===== src/rtl/cpu_core_param.sv =====
// Parametrised multi-cycle core: byte-wide loadable instruction memory, 8-entry register file
// (R0 reads zero), ALU, jumps/branches, OUT strobe, HALT state and sticky illegal-opcode flag.
module cpu_core_param #(
    parameter  int DATA_W     = 8,
    parameter  int IMEM_DEPTH = 16,
    localparam int ADDR_W     = $clog2(IMEM_DEPTH)
) (
    input  logic              clk,
    input  logic              rst,
    input  logic              run,
    input  logic              load_en,
    input  logic [ADDR_W-1:0] load_addr,
    input  logic [7:0]        load_data,
    output logic [DATA_W-1:0] core_output,
    output logic              out_valid,
    output logic              halted,
    output logic              illegal,
    output logic [ADDR_W-1:0] pc_dbg
);

    typedef enum logic [2:0] {
        S_IDLE,
        S_FETCH_LO,
        S_FETCH_HI,
        S_EXEC,
        S_WB,
        S_HALT
    } state_t;

    localparam logic [3:0] OP_ADD  = 4'd1;
    localparam logic [3:0] OP_SUB  = 4'd2;
    localparam logic [3:0] OP_AND  = 4'd3;
    localparam logic [3:0] OP_OR   = 4'd4;
    localparam logic [3:0] OP_XOR  = 4'd5;
    localparam logic [3:0] OP_ADDI = 4'd6;
    localparam logic [3:0] OP_LI   = 4'd7;
    localparam logic [3:0] OP_OUT  = 4'd8;
    localparam logic [3:0] OP_JMP  = 4'd9;
    localparam logic [3:0] OP_JZ   = 4'd10;
    localparam logic [3:0] OP_HALT = 4'd15;

    logic [7:0]        imem [IMEM_DEPTH];
    logic [DATA_W-1:0] regs [8];
    state_t            state;
    logic [ADDR_W-1:0] pc;
    logic [15:0]       ir;
    logic [DATA_W-1:0] result;
    logic              take_branch;

    logic [3:0]        op;
    logic [2:0]        rd, rs1, rs2;
    logic [5:0]        imm6;
    logic [8:0]        imm9;
    logic [DATA_W-1:0] rs1_val, rs2_val;
    logic [DATA_W-1:0] alu_y;
    logic              writes_rd;
    logic              branch_y;
    logic              op_illegal;
    logic [ADDR_W-1:0] pc_plus1;
    logic [ADDR_W-1:0] target;

    assign op   = ir[15:12];
    assign rd   = ir[11:9];
    assign rs1  = ir[8:6];
    assign rs2  = ir[5:3];
    assign imm6 = ir[5:0];
    assign imm9 = ir[8:0];

    assign rs1_val  = (rs1 == 3'd0) ? '0 : regs[rs1];
    assign rs2_val  = (rs2 == 3'd0) ? '0 : regs[rs2];
    assign pc_plus1 = pc + ADDR_W'(1);
    assign target   = ADDR_W'(imm6);
    assign pc_dbg   = pc;

    assign op_illegal = (op >= 4'd11) && (op <= 4'd14);
    assign branch_y   = (op == OP_JMP) || ((op == OP_JZ) && (rs1_val == '0));

    // NOTE: every output of an always_comb gets a default first, otherwise an uncovered opcode infers a latch.
    always_comb begin
        alu_y     = '0;
        writes_rd = 1'b0;
        case (op)
            OP_ADD:  begin alu_y = rs1_val + rs2_val;         writes_rd = 1'b1; end
            OP_SUB:  begin alu_y = rs1_val - rs2_val;         writes_rd = 1'b1; end
            OP_AND:  begin alu_y = rs1_val & rs2_val;         writes_rd = 1'b1; end
            OP_OR:   begin alu_y = rs1_val | rs2_val;         writes_rd = 1'b1; end
            OP_XOR:  begin alu_y = rs1_val ^ rs2_val;         writes_rd = 1'b1; end
            OP_ADDI: begin alu_y = rs1_val + DATA_W'(imm6);   writes_rd = 1'b1; end
            OP_LI:   begin alu_y = DATA_W'(imm9);             writes_rd = 1'b1; end
            default: ;
        endcase
    end

    // NOTE: the instruction memory has no reset so a program survives rst and maps onto plain RAM.
    always_ff @(posedge clk) begin
        if (!rst && state == S_IDLE && load_en)
            imem[load_addr] <= load_data;
    end

    // NOTE: sequential state uses non-blocking assignments only, so every register samples pre-edge values.
    always_ff @(posedge clk) begin
        if (rst) begin
            state       <= S_IDLE;
            pc          <= '0;
            ir          <= '0;
            result      <= '0;
            take_branch <= 1'b0;
            core_output <= '0;
            out_valid   <= 1'b0;
            halted      <= 1'b0;
            illegal     <= 1'b0;
            for (int i = 0; i < 8; i++)
                regs[i] <= '0;
        end else begin
            out_valid <= 1'b0;
            unique case (state)
                S_IDLE: begin
                    if (run)
                        state <= S_FETCH_LO;
                end
                S_FETCH_LO: begin
                    ir[7:0] <= imem[pc];
                    state   <= S_FETCH_HI;
                end
                S_FETCH_HI: begin
                    ir[15:8] <= imem[pc_plus1];
                    pc       <= pc + ADDR_W'(2);
                    state    <= S_EXEC;
                end
                S_EXEC: begin
                    result      <= alu_y;
                    take_branch <= branch_y;
                    if (op_illegal)
                        illegal <= 1'b1;
                    if (op == OP_HALT) begin
                        halted <= 1'b1;
                        state  <= S_HALT;
                    end else begin
                        state <= S_WB;
                    end
                end
                S_WB: begin
                    // R0 is never written, so its reset zero is permanent
                    if (writes_rd && rd != 3'd0)
                        regs[rd] <= result;
                    if (op == OP_OUT) begin
                        core_output <= rs1_val;
                        out_valid   <= 1'b1;
                    end
                    if (take_branch)
                        pc <= target;
                    state <= S_FETCH_LO;
                end
                S_HALT: ;
                default: state <= S_IDLE;
            endcase
        end
    end

endmodule


===== config.mk =====
export PLATFORM = sky130hd
export DESIGN_NAME = cpu_core_param
export DESIGN_NICKNAME = d
export VERILOG_FILES = /design/src/rtl/cpu_core_param.sv
export SDC_FILE = /design/constraint.sdc
export NUM_CORES = 1
export LEC_CHECK = 0
export CAP_MARGIN = 10
export CORE_ASPECT_RATIO = 0.75
export CORE_UTILIZATION = 30
export CTS_CLUSTER_SIZE = 24
export DETAILED_ROUTE_END_ITERATION = 8
export GPL_ROUTABILITY_DRIVEN = 0
export GPL_TIMING_DRIVEN = 0
export PLACE_DENSITY = 0.46
export REMOVE_ABC_BUFFERS = 1
export SLEW_MARGIN = 5
export SYNTH_ARGS = -nofsm -noshare
export SYNTH_HDL_FRONTEND = slang
export SYNTH_SLANG_ARGS = --single-unit

===== constraint.sdc =====
create_clock -name clk -period 8.15 [get_ports clk]
set_clock_uncertainty 0.15 [all_clocks]
set_input_delay 2.0375 -clock clk [delete_from_list [all_inputs] [get_ports clk]]
set_output_delay 2.0375 -clock clk [all_outputs]
set_load 0.02 [all_outputs]

=== After elaboration in Yosys (flattened, before gate mapping) ===
Memories as Yosys holds them, arrays and structs flattened. A register that Yosys moved wholly into a read port is not among the register bits.
Index checks and enable logic that the tools add are counted.

* Register bits after elaboration: 27
* Bits in latches: 0
* RAM bits: 192
* ROM bits: 0
* Input bits: 16
* Word-level logic and storage cells: 82
* Memories: 2

{| class="wikitable"
|+ Memories
! name !! words !! width !! read ports !! clocked after Yosys merged registers in !! wr ports !! RTL line !! source
|-
| imem || 16 || 8 || 2 || 2 || 1 || 42 || <nowiki>logic [7:0] imem [IMEM_DEPTH];</nowiki>
|-
| regs || 8 || 8 || 2 || 0 || 8 || 43 || <nowiki>logic [DATA_W-1:0] regs [8];</nowiki>
|}

* Add/sub/neg operators: 5
* Multipliers: 0
* Div/mod/pow operators: 0
* Order comparisons: 2
* Equality and inequality tests: 18
* Shift-type cells: 0
* Muxes and demuxes: 21
* Bitwise logic cells: 5
* Reductions and logical operators: 21

{| class="wikitable"
|+ Operator list
! cell !! count
|-
| 8-bit one-hot mux with 7 select lines || 1
|-
| 8-bit two-way mux || 3
|-
| 3-bit one-hot mux with 6 select lines || 1
|-
| 4-bit by 3-bit equality test with 1-bit output (second input constant) || 4
|-
| 4-bit equality test (second input constant) || 4
|-
| 1-bit two-way mux || 12
|-
| 2-bit AND reduction || 5
|-
| 3-bit zero test || 3
|-
| 8-bit by 6-bit adder with 8-bit output || 1
|-
| 8-bit adder || 1
|-
| 8-bit AND || 1
|-
| 4-bit by 2-bit equality test with 1-bit output (second input constant) || 2
|-
| 8-bit zero test || 1
|-
| 8-bit bitwise OR || 1
|-
| 4-bit one-hot mux with 2 select lines || 1
|-
| 8-bit OR reduction || 1
|-
| 8-bit subtractor || 1
|-
| 8-bit bitwise XOR || 1
|-
| 7-bit OR reduction || 1
|-
| 3-bit by 2-bit equality test with 1-bit output (second input constant) || 2
|-
| 3-bit equality test (second input constant) || 2
|-
| 3-bit two-way mux || 2
|-
| 1-bit logical AND || 5
|-
| 4-bit by 1-bit adder with 4-bit output (second input constant) || 1
|-
| 13 further kinds || 15
|}

=== Longest topological paths before layout ===
* Depth in word-level cells: 10
* Gate-level depth with buffers: 19

=== Least setup slack after synthesis ===
Ideal clock, no wire load.

* Path type: input-to-reg
* Start: input rst
* End: memory imem[0][0] (enable)
* Arrival time: 3489 ps
* Data required time: 7617 ps
* Setup slack: 4128 ps
* Cell stages on the path: 5
* Cell sequence: clkbuf_8 -> nor4_1 -> nand2_1 -> or3_1 -> nor3_1

* Cells in the longest elaborated chain, start to end: 5

{| class="wikitable"
|+ RTL lines
! element !! RTL line !! source
|-
| start: declaration || 9 || <nowiki>input logic rst,</nowiki>
|-
| 1-bit zero test || 96 || <nowiki>if (!rst && state == S_IDLE && load_en)</nowiki>
|-
| 1-bit logical AND (2 in a row) || 96 ||
|-
| 1-bit two-way mux || 96 ||
|-
| 1-bit two-way mux (implied by the code) || 97 || <nowiki>imem[load_addr] <= load_data;</nowiki>
|-
| end: declaration || 42 ||
|}

No other way between the ends.

=== Worst setup path in the final report ===
* Start: input rst
* End: memory imem[1][1] (enable)

The elaborated chain is that of the path after synthesis.

==> out/summary.txt <==
Die Ht: 176.7 um
CP cell instances: buf_2, buf_12, nor4_1, nand2_1, or3_1, nor2_1
Core ar.: 39810 sq um
final-report hold violation count: 0
syn avg cell area: 13.98 sq um
Worst Max-Slew Pin Slew: 1.281 ns
first-pass GRT wire length: 49360 um
clk slew on worst S/H paths: 0.06 ns
type of element launching the critical path: input pin
RSZ-0062 raised after global routing: false
post-DP HPWL: 22310 um
largest net degree at the start of global routing: 45
Fmax: 0.2087 GHz
slowest stage delay, CP: 0.94 ns
worst slack, placed: 2.719 ns
mapped cell area: 12210 sq um
Worst VDD drop: 0.1447 mV
Final min period: 4.792 ns
CTS tree: done
Final Worst Setup Slack: 3.358 ns
hold_buf cts: 0
Nets: 931
hold path cells: 2
1st-iter DRT viols: 518
total track usage: 15.93%
vias in the first global route: 7478
critical path class: in -> reg
# diodes: 0
I/O pins: 31
CP Capture Type: flop
top layer in use: met4
post-synthesis adder-cell area fraction: 2.829%
Final ANT Viol Nets: 0
largest family of logic cells by synthesized area: multiplexers
period utilization: 58.80%
Post-synth EDFFs: 191
post-synth top area share: 46.99%
CP Max Fanout: 43
area leader, netlist: edfxtp_1
XOR/XNOR Fraction of Synth Area: 0.7073%
CP max stage cell: nor2_1
Pleak: 4.493 nW
WL met2: 14290 um
clock sink total: 234
total number of vias: 7428
Critical Path AT: 4.80 ns
worst skew pair latency: 0.55 ns
DRC Markers: 0
Syn-to-layout area delta: 13.42%
simple-gate share of the synthesized area: 11.00%
layout cell share with drive strength beyond 1: 18.39%
synthesized instance count: 873
met1 WL: 16280 um
synth top area cells: edfxtp_1, mux4_2, dfxtp_1
clock buffer depth: 3
Yosys reg bits: 234
met3 wire len: 1442 um
proportion of synthesized area in mux cells: 21.35%
Buf/Inv on CP: 2
crit-path leading delay family: simple AND/OR/NAND/NOR gates
Initial Utilization: 30.66%
Inserted Clock Buffers: 27
TNS Setup: 0 ns
DRT Pass-1 Iters: 5
Hold Path Class: reg -> reg
Required @ worst endpoint: 8.16 ns
CTS root buf: clkbuf_16
Syn. warnings: 0
Layout fillers: 3774
Synth Flop Type: edfxtp_1
Die ar.: 41510 sq um
Routed WL per cell: 22.84 um
chip width: 234.9 um
total of max-cap violations: 0
# setup viols final: 0
register area share after synthesis: 54.04%
H-tree depth: 1
Via-to-Cell Ratio: 5.202
FF-to-FF path depth: 16
status: finished, final reports clean
FP Rows: 63
Max Slew Vio Count: 0
PwrDens: 207.9 nW/um^2
grt ovf: 0
Rel. slew slack: 14.44%
Cell variety after synth: 72
Crit path depth: 6
routed wire length: 32610 um
post-CTS sizing: 0
Compound-Gate Fraction of Synth Area: 6.365%
postcts setup bufs: 0
initial antenna violation count: 0
async set or reset register ratio after synthesis: 0%
PortBufs: 30
## layout by cell type, fill, tap and decap left out, types with 12 or more instances in the layout
master / count
mux2_1: 12
nand2_1: 68
mux2i_1: 29
o21ai_0: 13
a22oi_1: 17
edfxtp_1: 191
nor2_1: 66
clkdlybuf4s50_1: 29
dfxtp_1: 40
a21oi_1: 44
ha_1: 25
clkbuf_16: 27
mux4_2: 87
and2_1: 61
inv_1: 21
## Yosys cell counts, drive strengths merged, types with 4 or more instances
cell type / number
a22oi: 17
nand2b: 8
nand2: 68
or2: 9
nor2: 67
dfxtp: 43
clkbuf: 38
buf: 21
a221oi: 4
o22ai: 10
nor3b: 4
mux2: 13
a221o: 5
and2: 61
ha: 26
inv: 24
nand3: 7
mux4: 95
a21oi: 46
nor3: 14
nor2b: 4
xnor2: 7
edfxtp: 191
mux2i: 29
o21ai: 17
## kinds of logic (layout without fill, tap and decap cells)
kind of cell | after synthesis | in the layout
other cells | 1 | 7
compound gates | 119 | 119
xor+xnor | 9 | 9
mux | 137 | 137
fa+ha+maj | 27 | 27
flops | 234 | 234
simple gates | 263 | 263
buf+inv | 83 | 112
## per-stage QoR
step / utilization, % / cell area [sq um] / instances / hold slack (ns) / power, mW
after detailed placement: 32.66 / 13000 / 1378 / 0.2942 / 1.741
after CTS: 34.75 / 13830 / 1427 / 0.3016 / 2.906
after global routing: 34.78 / 13840 / 1428 / 0.3294 / 2.985
after global placement: 32.21 / 12820 / 1370 / 0.2847 / 1.736
final: 34.78 / 13840 / 1428 / 0.2987 / 2.878
after floorplan: - / 11870 / 820 / 0.2934 / 1.608
## worst register-to-register path, cell delays in order, from the launching register on
cell and delay (ns):
dfxtp_2 0.84, nor2b_1 0.64, a221o_1 0.33, nand2_1 0.20, ha_1 0.34, mux2i_1 0.06
nor2_1 0.11, o21bai_1 0.14, inv_1 0.08, fa_1 0.38, nor2b_1 0.16, o21ai_1 0.10
a21boi_0 0.30, o21a_1 0.18, nor3_1 0.04, or4b_1 0.47, a21oi_1 0.13
## area by class of cell
cell class / count / area (sq um) / area share [%]
clock buffer: 34 / 701.9 / 5.070
clock inverter: 15 / 131.4 / 0.9489
inverter: 24 / 90.09 / 0.6507
multi-input combinational: 562 / 5211 / 37.64
sequential: 234 / 6605 / 47.71
tap: 520 / 650.6 / 4.700
timing repair buffer: 39 / 454.2 / 3.281
## report_power, final
group / total [mW] / internal [mW] / switching (mW)
logic: 0.338 / 0.155 / 0.183
clock network: 1.16 / 0.672 / 0.491
registers: 1.38 / 1.32 / 0.0610
total: 2.88 / 2.14 / 0.734
## state kept, by name, summed over array words and instances (netlist names)
name / count
ir: 16
result: 8
out_valid: 1
regs: 63
halted: 1
state: 3
take_branch: 1
imem: 128
pc_dbg: 4
illegal: 1
core_output: 8
## routing by layer
layer | GRT usage (%) | up-vias
li1 | - | 3403
met5 | 0 | -
met2 | 24.46 | 176
met1 | 23.78 | 3813
met4 | 3.344 | 0
met3 | 2.386 | 36
## final timing paths
kind	from	endpoint	slack [ns]
setup / recovery	rst	imem[1][1]$_DFFE_PP_	3.36
hold / removal	halted$_SDFFE_PP0P_	halted$_SDFFE_PP0P_	0.30
hold reg to reg	halted$_SDFFE_PP0P_	halted$_SDFFE_PP0P_	0.30
setup reg to reg	ir[4]$_SDFFE_PP0P_	result[6]$_SDFFE_PP0P_	3.44
Power figures use the tool's default switching activity.
